File: config.mk
export PLATFORM = sky130hd
export DESIGN_NAME = seven_segment_scan_encoder
export DESIGN_NICKNAME = d
export VERILOG_FILES = /design/src/rtl/seg7_pkg.sv /design/src/rtl/seg_pattern_to_nibble.sv /design/src/rtl/seven_segment_scan_encoder.sv
export SDC_FILE = /design/constraint.sdc
export NUM_CORES = 1
export LEC_CHECK = 0
export ABC_CLOCK_PERIOD_IN_PS = 6300
export CORE_AREA = 2 2 92 67
export CTS_BUF_LIST = sky130_fd_sc_hd__clkbuf_4
export CTS_CLUSTER_SIZE = 24
export DETAILED_ROUTE_END_ITERATION = 10
export DIE_AREA = 0 0 94 69
export PLACE_DENSITY = 0.84
export RECOVER_POWER = 25
export REMOVE_ABC_BUFFERS = 1
export SYNTH_ARGS = -nofsm -noshare
export SYNTH_HDL_FRONTEND = slang
export SYNTH_SLANG_ARGS = --single-unit
File: constraint.sdc
create_clock -name clk -period 6.3 [get_ports clk]
set_clock_uncertainty 0.15 [all_clocks]
set_input_delay 1.26 -clock clk [delete_from_list [all_inputs] [get_ports clk]]
set_output_delay 1.26 -clock clk [all_outputs]
set_load 0.01 [all_outputs]
File: src/rtl/seg7_pkg.sv
// Shared definitions for the seven-segment scan encoder.
//  - STABLE_CYCLES_DEFAULT : default number of identical sampled cycles before a capture
//  - SEG_0 .. SEG_F        : segment patterns {g,f,e,d,c,b,a} for hex digits 0..F
//  - state_t / ST_*        : scan FSM state encoding
package seg7_pkg;

    localparam int unsigned STABLE_CYCLES_DEFAULT = 4;

    localparam logic [6:0] SEG_0 = 7'h3F;
    localparam logic [6:0] SEG_1 = 7'h06;
    localparam logic [6:0] SEG_2 = 7'h5B;
    localparam logic [6:0] SEG_3 = 7'h4F;
    localparam logic [6:0] SEG_4 = 7'h66;
    localparam logic [6:0] SEG_5 = 7'h6D;
    localparam logic [6:0] SEG_6 = 7'h7D;
    localparam logic [6:0] SEG_7 = 7'h07;
    localparam logic [6:0] SEG_8 = 7'h7F;
    localparam logic [6:0] SEG_9 = 7'h67;
    localparam logic [6:0] SEG_A = 7'h77;
    localparam logic [6:0] SEG_B = 7'h7C;
    localparam logic [6:0] SEG_C = 7'h39;
    localparam logic [6:0] SEG_D = 7'h5E;
    localparam logic [6:0] SEG_E = 7'h79;
    localparam logic [6:0] SEG_F = 7'h71;

    typedef logic [1:0] state_t;

    localparam state_t ST_IDLE   = 2'd0;
    localparam state_t ST_SETTLE = 2'd1;
    localparam state_t ST_HELD   = 2'd2;

endpackage

File: src/rtl/seg_pattern_to_nibble.sv
// Combinational decoder from a seven-segment pattern to a hex nibble.
//  - pattern_i : segment lines {g,f,e,d,c,b,a}, active-high
//  - nibble_o  : decoded value (0 when the pattern is not recognised)
//  - err_o     : 1 when the pattern is not one of the 16 hex glyphs
module seg_pattern_to_nibble
    import seg7_pkg::*;
(
    input  logic [6:0] pattern_i,
    output logic [3:0] nibble_o,
    output logic       err_o
);

    // Glyph lookup; anything outside the table is flagged as an error.
    always_comb begin
        nibble_o = 4'h0;
        err_o    = 1'b0;
        case (pattern_i)
            SEG_0:   nibble_o = 4'h0;
            SEG_1:   nibble_o = 4'h1;
            SEG_2:   nibble_o = 4'h2;
            SEG_3:   nibble_o = 4'h3;
            SEG_4:   nibble_o = 4'h4;
            SEG_5:   nibble_o = 4'h5;
            SEG_6:   nibble_o = 4'h6;
            SEG_7:   nibble_o = 4'h7;
            SEG_8:   nibble_o = 4'h8;
            SEG_9:   nibble_o = 4'h9;
            SEG_A:   nibble_o = 4'hA;
            SEG_B:   nibble_o = 4'hB;
            SEG_C:   nibble_o = 4'hC;
            SEG_D:   nibble_o = 4'hD;
            SEG_E:   nibble_o = 4'hE;
            SEG_F:   nibble_o = 4'hF;
            default: begin
                nibble_o = 4'h0;
                err_o    = 1'b1;
            end
        endcase
    end

endmodule

File: src/rtl/seven_segment_scan_encoder.sv
// Recovers a 4-digit hex value from a multiplexed seven-segment display bus.
// A digit is captured once {anIn,ssIn} has been sampled identical for
// STABLE_CYCLES consecutive edges with a one-hot anIn. When all four digits
// have been captured, the frame is published on the following edge.
//  - clk      : clock, rising edge
//  - rstN     : asynchronous active-low reset
//  - ssIn     : segment lines {g,f,e,d,c,b,a}
//  - anIn     : digit strobes, bit i selects digit i
//  - valueOut : last complete frame, digit i in bits [4i+3:4i]
//  - errOut   : per-digit unrecognised-pattern flags of that frame
//  - validOut : one-cycle pulse when valueOut/errOut update
module seven_segment_scan_encoder
    import seg7_pkg::*;
#(
    parameter int unsigned STABLE_CYCLES = STABLE_CYCLES_DEFAULT
) (
    input  logic        clk,
    input  logic        rstN,
    input  logic [6:0]  ssIn,
    input  logic [3:0]  anIn,
    output logic [15:0] valueOut,
    output logic [3:0]  errOut,
    output logic        validOut
);

    localparam logic [7:0] STABLE_C = 8'(STABLE_CYCLES);

    state_t      state_q, state_d;
    logic [7:0]  cnt_q, cnt_d;
    logic [10:0] prev_q;
    logic [3:0]  seen_q, seen_d;
    logic [15:0] slots_q, slots_d;
    logic [3:0]  slot_err_q, slot_err_d;
    logic [15:0] value_q;
    logic [3:0]  err_q;
    logic        valid_q;

    logic        onehot_s;
    logic        same_s;
    logic        capture_s;
    logic        frame_load_s;
    logic [1:0]  idx_s;
    logic [3:0]  nibble_s;
    logic        pat_err_s;

    seg_pattern_to_nibble u_decode (
        .pattern_i (ssIn),
        .nibble_o  (nibble_s),
        .err_o     (pat_err_s)
    );

    assign onehot_s     = $onehot(anIn);
    assign same_s       = ({anIn, ssIn} == prev_q);
    // seenMask is only ever full for the single cycle between the last capture and the load.
    assign frame_load_s = (seen_q == 4'hF);

    // Slot index of the strobed digit; only used when anIn is one-hot.
    always_comb begin
        idx_s = 2'd0;
        case (anIn)
            4'b0001: idx_s = 2'd0;
            4'b0010: idx_s = 2'd1;
            4'b0100: idx_s = 2'd2;
            4'b1000: idx_s = 2'd3;
            default: idx_s = 2'd0;
        endcase
    end

    // Scan FSM next state, stability counter and capture decision.
    always_comb begin
        state_d   = state_q;
        cnt_d     = cnt_q;
        capture_s = 1'b0;
        case (state_q)
            ST_IDLE: begin
                if (onehot_s) begin
                    state_d = ST_SETTLE;
                    cnt_d   = 8'd1;
                end else begin
                    cnt_d   = 8'd0;
                end
            end
            ST_SETTLE: begin
                if (!onehot_s) begin
                    state_d = ST_IDLE;
                    cnt_d   = 8'd0;
                end else if (same_s) begin
                    cnt_d   = (cnt_q < STABLE_C) ? cnt_q + 8'd1 : cnt_q;
                end else begin
                    cnt_d   = 8'd1;
                end
            end
            ST_HELD: begin
                if (same_s) begin
                    state_d = ST_HELD;
                end else if (onehot_s) begin
                    state_d = ST_SETTLE;
                    cnt_d   = 8'd1;
                end else begin
                    state_d = ST_IDLE;
                    cnt_d   = 8'd0;
                end
            end
            default: begin
                state_d = ST_IDLE;
                cnt_d   = 8'd0;
            end
        endcase
        // Reaching the threshold while settling captures the digit and parks in HELD.
        if ((state_d == ST_SETTLE) && (cnt_d == STABLE_C)) begin
            capture_s = 1'b1;
            state_d   = ST_HELD;
        end else begin
            capture_s = 1'b0;
        end
    end

    // Slot and seen-mask update; a capture on the load edge belongs to the next frame.
    always_comb begin
        slots_d    = slots_q;
        slot_err_d = slot_err_q;
        seen_d     = frame_load_s ? 4'h0 : seen_q;
        if (capture_s) begin
            slots_d[{idx_s, 2'b00} +: 4] = nibble_s;
            slot_err_d[idx_s]            = pat_err_s;
            seen_d                       = seen_d | anIn;
        end else begin
            seen_d = seen_d;
        end
    end

    // State registers and published frame.
    always_ff @(posedge clk or negedge rstN) begin
        if (!rstN) begin
            state_q    <= ST_IDLE;
            cnt_q      <= 8'd0;
            prev_q     <= 11'd0;
            seen_q     <= 4'h0;
            slots_q    <= 16'h0000;
            slot_err_q <= 4'h0;
            value_q    <= 16'h0000;
            err_q      <= 4'h0;
            valid_q    <= 1'b0;
        end else begin
            state_q    <= state_d;
            cnt_q      <= cnt_d;
            prev_q     <= {anIn, ssIn};
            seen_q     <= seen_d;
            slots_q    <= slots_d;
            slot_err_q <= slot_err_d;
            valid_q    <= frame_load_s;
            if (frame_load_s) begin
                value_q <= slots_q;
                err_q   <= slot_err_q;
            end
        end
    end

    assign valueOut = value_q;
    assign errOut   = err_q;
    assign validOut = valid_q;

endmodule

==> impl_results.md, run 1 <==
- Outcome: finished, violations left
- Failing checks: capacitance limit, slew limit
- Worst EP arrival: 5.23 ns
- Post-synth EDFFs: 0
- Area Growth Syn to Fin: 14.31%
- # placed instances: 421
- Synth Flop Type: dfrtp_1
- WHS Endpoint: valueOut[15]$_DFFE_PN0P_
- Die area: 6486 sq um
- Average cell area after synthesis: 10.44 sq um
- Root Buffer: clkbuf_4
- Crit path launch: anIn[3]
- H-tree depth: 3
- Yosys cell types: 53
- N_diodes: 0
- HP Class: flop to flop
- Layout cells sized above 1: 11.60%
- Slew Limit Fails: 67
- Placer Congestion: 0.8766
- Post-DP Area: 3751 sq um
- Tot GR Track Use: 22.08%
- I/O pin count: 34
- Nets: 380
- Worst-margin pin slew: 3.414 ns
- Post-Layout Cell Count: 437
- Min cycle time layout: 5.063 ns
- Top-count cell post-synth: dfrtp_1
- Total Power: 0.7926 mW
- Max Freq: 0.1975 GHz
- Post-Route WL: 6517 um
- Worst r2r dst: slots_q[10]$_DFFE_PN0P_
- Setup TNS: 0 ns
- Final worst path period share: 80.37%
- Synth Cell Area: 3393 sq um
- Effective utilization at floorplan: 60.47%
- VDD IR max: 0.1333 mV
- Post-DP HPWL: 4626 um
- Clock Latency Late Sink: 0.42 ns
- Clk sinks: 66
- LEAKAGE: 1.723 nW
- R2r setup slk: 3.04 ns
- Crit Path Max Fanout: 9
- Initial antenna violation count: 0
- PortBufs: 33
- Remaining global-route overflow: 0
- Final instance area: 3879 sq um
- Row count: 23
- Syn Inst Count: 325
- CP required: 6.47 ns
- Asr flop ratio synth: 100.0%
- Hold Path Origin: slots_q[15]$_DFFE_PN0P_
- # DRC: 0
- Leading area contributor after synthesis: dfrtp_1
- Crit Path Class: input port to flop
- Post-route ant nets: 0
- Post-CTS Resized: 0
- Cts hold-fix bufs: 0
- Post-synthesis sequential area ratio: 48.67%
- DR vias: 2,443
- Clk slew on worst S/H paths: 0.11 ns
- Synthesis Warnings: 0
- Synth cell count leaders: dfrtp_1, nand2_1, inv_1
- Unrepaired setup endpoints after global routing: no
- Hold-critical path depth: 2
- CORE AREA: 5612 sq um
- Die X: 94 um
- DRT iter0 DRCs: 172
- First-pass GRT wire length: 11,200 um
- Final hold viol count: 0
- Clock Path Buffers: 2
- Finish-stage setup viols: 0
- Max Cap Viol: 1
- Ranking of synthesized cells by area: dfrtp_1, nand2_1, mux2i_1, a2111oi_4, ha_1
- Synthesized flop and latch total: 66
- # Post-CTS Setup Buffers: 0
- Final Util: 69.12%
- Num CTS Buffers: 9
- Die H: 69 um
- Setup crit end kind: flop
- WL/cell: 14.91 um
- Worst reg2reg startpoint: cnt_q[6]$_DFF_PN0_
- Largest net degree at the start of global routing: 67
- Normalized max-slew margin: -127.6%
- Drt first pass iters: 4
- R2R depth: 6
- Vias in the first global route: 2,351
- Startpoint Class: input port
- Pwr per Cell Area: 204.4 nW/um^2
- Synth top area share: 48.67%
- CTS tree: yes
- Via density: 5.590
worst max-delay path: stages:
cell           delay, ns
dlygate4sd3_1       0.70
inv_1               0.09
fa_1                0.48
inv_1               0.04
ha_1                0.17
ha_1                0.29
nor4b_2             0.65
a21oi_1             0.20
nand3b_2            0.39
a2111oi_4           0.61
mux2_4              0.35
worst max-delay path by stage:
stage,endpoint,depth (start not counted),slack [ns]
floorplan,slots_q[10]$_DFFE_PN0P_,10,1.82
CTS,slots_q[10]$_DFFE_PN0P_,11,1.32
detailed placement,slots_q[6]$_DFFE_PN0P_,11,0.87
finish,slots_q[6]$_DFFE_PN0P_,11,1.24
global route,slots_q[10]$_DFFE_PN0P_,11,1.03
global placement,slots_q[10]$_DFFE_PN0P_,11,1.04
flip-flops by register name, indices dropped and copies added (netlist names):
register and count:
slots_q 16, errOut 4, seen_q 4, state_q 2, valueOut 16, slot_err_q 4, cnt_q 8, prev_q 11
validOut 1
cell families after synthesis:
kind of cell               after synthesis  share of synthesized area, %
and+or+nand+nor                        122                         18.03
AOI/OAI and AO/OA                       47                         12.28
adders and majority gates               10                         3.909
buffers and inverters                   41                         5.346
muxes                                   24                         7.891
DFF                                     66                         48.67
xor gates and xnor gates                15                         3.872
layout by cell type, fill, tap and decap left out, types with 2 or more instances in the layout:
cell type / n
a2111oi_4: 5
a21oi_1: 6
a22o_1: 4
a32oi_1: 2
and2_1: 6
and2_2: 2
and3_1: 2
clkbuf_1: 2
clkbuf_4: 9
clkdlybuf4s50_1: 28
clkinv_1: 2
clkinv_2: 2
clkinvlp_4: 2
dfrtp_1: 66
dlygate4sd3_1: 4
ha_1: 9
inv_1: 25
mux2_2: 2
mux2_4: 5
mux2i_1: 17
nand2_1: 57
nand2b_1: 2
nand3_1: 9
nand3b_1: 2
nand4_1: 4
nor2_1: 13
nor3_1: 7
nor4_1: 2
o21ai_0: 17
o22ai_1: 3
o311ai_0: 2
or2_2: 2
or3_1: 2
xnor2_1: 12
xor2_1: 3
layout make-up:
class / instances / area (sq um)
clock buffer: 9 / 67.56
clock inverter: 7 / 67.56
fill: 391 / 1733
inverter: 26 / 97.59
multi-input combinational: 218 / 1560
sequential: 66 / 1652
tap: 75 / 93.84
timing repair buffer: 36 / 340.3
through the flow:
stage	hold slack, ns	setup WS (ns)
4_1_cts	0.3158	1.319
6_report	0.3147	1.237
3_5_place_dp	0.3135	0.8704
2_1_floorplan	0.2887	1.817
5_1_grt	0.3238	1.030
3_3_place_gp	0.3090	1.044
layer usage:
| layer | up-vias | share of wire [%] | global-route usage (%) |
|---|---|---|---|
| met5 | - | 0 | 0 |
| met4 | 0 | 1.5 | 7.246 |
| met3 | 8 | 6.9 | 5.902 |
| met2 | 87 | 45 | 32.38 |
| met1 | 1168 | 46 | 32.07 |
| li1 | 1180 | - | - |
where the power goes:
part           internal, mW  switching (mW)  total [mW]
registers             0.429         0.00480       0.434
logic                0.0307          0.0557      0.0864
clock network         0.119           0.153       0.273
Note: power is estimated with default switching activity, not from simulation.
==> run 2, diff against run 1 <==
--- a/config.mk
+++ b/config.mk
@@ -5,13 +5,13 @@
 export SDC_FILE = /design/constraint.sdc
 export NUM_CORES = 1
 export LEC_CHECK = 0
-export ABC_CLOCK_PERIOD_IN_PS = 6300
-export CORE_AREA = 2 2 92 67
+export ABC_CLOCK_PERIOD_IN_PS = 4400
+export CORE_AREA = 2 2 99 72
 export CTS_BUF_LIST = sky130_fd_sc_hd__clkbuf_4
 export CTS_CLUSTER_SIZE = 24
 export DETAILED_ROUTE_END_ITERATION = 10
-export DIE_AREA = 0 0 94 69
-export PLACE_DENSITY = 0.84
+export DIE_AREA = 0 0 101 74
+export PLACE_DENSITY = 0.77
 export RECOVER_POWER = 25
 export REMOVE_ABC_BUFFERS = 1
 export SYNTH_ARGS = -nofsm -noshare
==> constraint.sdc (replaced) <==
create_clock -name clk -period 4.4 [get_ports clk]
set_clock_uncertainty 0.15 [all_clocks]
set_input_delay 0.88 -clock clk [delete_from_list [all_inputs] [get_ports clk]]
set_output_delay 0.88 -clock clk [all_outputs]
set_load 0.01 [all_outputs]
==> run 2 against run 1 <==
Compared with the run above: the run still ends with capacitance limit, slew limit left; critical endpoint is now seen_q[1]$_DFF_PN0_; sequential share of layout area shrank 1.5 points; critical path depth grew 1; wire length grew 2.1%; clock-buffer cell count is the same; utilization shrank 7.8 points; register-to-register slack lost 1.7 ns; first-iteration DRC count shrank 47%.
==> impl_results.md, run 2 (same netlist as run 1, synthesis figures left out) <==
- Max Cap Viol: 1 (unchanged)
- Layout cells sized above 1: 14.92% (+3.3 points)
- Setup crit end kind: flop
- Num CTS Buffers: 9 (unchanged)
- Initial antenna violation count: 0 (unchanged)
- # DRC: 0 (unchanged)
- Tot GR Track Use: 19.46% (-2.6 points)
- PortBufs: 33 (unchanged)
- DR vias: 2,436 (-0.29%)
- Post-Route WL: 6653 um (+2.1%)
- Worst-margin pin slew: 1.908 ns (-1.505 ns)
- Max Freq: 0.2433 GHz
- Row count: 25 (+8.7%)
- Drt first pass iters: 5 (+1)
- Most common cell after layout, fill and taps aside: dfrtp_1
- CTS tree: yes
- CORE AREA: 6569 sq um (+17%)
- Multi-input gate area in the final layout: 1560 sq um (unchanged)
- # Post-CTS Setup Buffers: 0 (unchanged)
- Startpoint Class: input port
- Clock Path Buffers: 2 (unchanged)
- FF/Latch Area: 1652 sq um (unchanged)
- Post-CTS Resized: 0 (unchanged)
- Post-Layout Cell Count: 463 (+5.9%)
- Min cycle time layout: 4.110 ns
- Failing checks: capacitance limit, slew limit
- DRT iter0 DRCs: 91 (-47%)
- Largest net degree at the start of global routing: 39 (-42%)
- Clk slew on worst S/H paths: 0.11 ns (about the same)
- Clk sinks: 66 (unchanged)
- Die X: 101 um (+7.4%)
- WL/cell: 14.37 um (-3.6%)
- Nets: 400 (+5.3%)
- CP required: 4.60 ns (-1.87 ns)
- Root Buffer: clkbuf_4
- Final Util: 61.28% (-7.8 points)
- Die H: 74 um (+7.2%)
- Crit Path Max Fanout: 5 (-4)
- Slew Limit Fails: 37 (-45%)
- Area Growth Syn to Fin: 18.62%
- Remaining global-route overflow: 0 (unchanged)
- Placer Congestion: 0.8543 (-2.5%)
- Total Power: 1.151 mW (+45%)
- Finish-stage setup viols: 0 (unchanged)
- VDD IR max: 0.1515 mV (+14%)
- LEAKAGE: 1.804 nW (+4.7%)
- # placed instances: 447 (+6.2%)
- Normalized max-slew margin: -27.21% (+100 points)
- HP Class: flop to flop
- Worst EP arrival: 4.31 ns (-0.92 ns)
- I/O pin count: 34 (unchanged)
- N_diodes: 0 (unchanged)
- Clock Latency Late Sink: 0.41 ns (about the same)
- Vias in the first global route: 2,354 (+0.13%)
- Via density: 5.261 (-5.9%)
- Pwr per Cell Area: 285.9 nW/um^2 (+40%)
- Setup TNS: 0 ns (unchanged)
- Final hold viol count: 0 (unchanged)
- Layout fillers: 552 (+41%)
- Die area: 7474 sq um (+15%)
- Cts hold-fix bufs: 0 (unchanged)
- Unrepaired setup endpoints after global routing: no
- Effective utilization at floorplan: 51.66% (-8.8 points)
- Post-route ant nets: 0 (unchanged)
- Post-DP HPWL: 4819 um (+4.2%)
- Final worst path period share: 93.42%
- Outcome: finished, violations left
- Commonest non-fill, non-tap cells in the layout: dfrtp_1, nand2_1, clkdlybuf4s50_1
- First-pass GRT wire length: 11,220 um (+0.19%)
- Crit Path Class: input port to flop
- H-tree depth: 3 (unchanged)
run 2: cell count changes in the layout (fill, tap and decap cells not counted):
cell             delta
clkbuf_1            +4
buf_2               -1
clkdlybuf4s50_1     +3
dlygate4sd3_1       -3
buf_4              +17
clkinvlp_4          +1
clkinv_1            +1
clkinv_2            -2
run 2: final cells by class:
cell class                 count  share of cell area (%)
clock buffer                   9                   1.679
sequential                    66                   41.03
multi-input combinational    218                   38.76
tap                           81                   2.518
timing repair buffer          56                   11.87
inverter                      26                   2.425
clock inverter                 7                   1.710
run 2: worst max-delay path, stage by stage:
cell and delay [ns]:
dlygate4sd3_1 0.55, inv_1 0.08, fa_1 0.53, inv_1 0.04, ha_1 0.17, ha_1 0.30, nor4b_2 0.36, a21oi_1 0.15
nor4_1 0.38, nand2_1 0.19, a2111oi_4 0.45, a22o_1 0.22
run 2: through the flow:
| stage | area (sq um) | worst slack (ns) | hold WS, ns |
|---|---|---|---|
| 3_3_place_gp | 3909 | 0.07559 | 0.3013 |
| 4_1_cts | 4045 | 0.4206 | 0.3257 |
| 2_1_floorplan | 3309 | 0.2967 | 0.2887 |
| 5_1_grt | 4025 | 0.08167 | 0.3672 |
| 6_report | 4025 | 0.2897 | 0.3225 |
| 3_5_place_dp | 3909 | -0.004521 | 0.2974 |
run 2: layer usage:
metal / part of all wire [%] / track usage (%) / up-vias
met3: 3.9 / 5.075 / 4
met4: 0.63 / 5.405 / 0
met5: 0 / 0 / -
li1: - / - / 1217
met2: 44 / 29.70 / 48
met1: 52 / 27.93 / 1167
run 2: where the power goes:
part | total (mW) | internal (mW) | switching (mW)
Combinational | 0.135 | 0.0530 | 0.0820
Clock | 0.395 | 0.171 | 0.225
Sequential | 0.620 | 0.614 | 0.00639
run 2: path summary, 6_finish.rpt:
path	from	end	slack (ns)	cells past startpoint
max	anIn[0]	seen_q[1]$_DFF_PN0_	0.29	12
min	slots_q[5]$_DFFE_PN0P_	valueOut[5]$_DFFE_PN0P_	0.32	2
max reg2reg	cnt_q[6]$_DFF_PN0_	slots_q[1]$_DFFE_PN0P_	1.36	8
min reg2reg	slots_q[5]$_DFFE_PN0P_	valueOut[5]$_DFFE_PN0P_	0.32	2
max in group asynchronous	rstN	valueOut[11]$_DFFE_PN0P_	1.99	2
min in group asynchronous	rstN	valueOut[10]$_DFFE_PN0P_	0.83	1
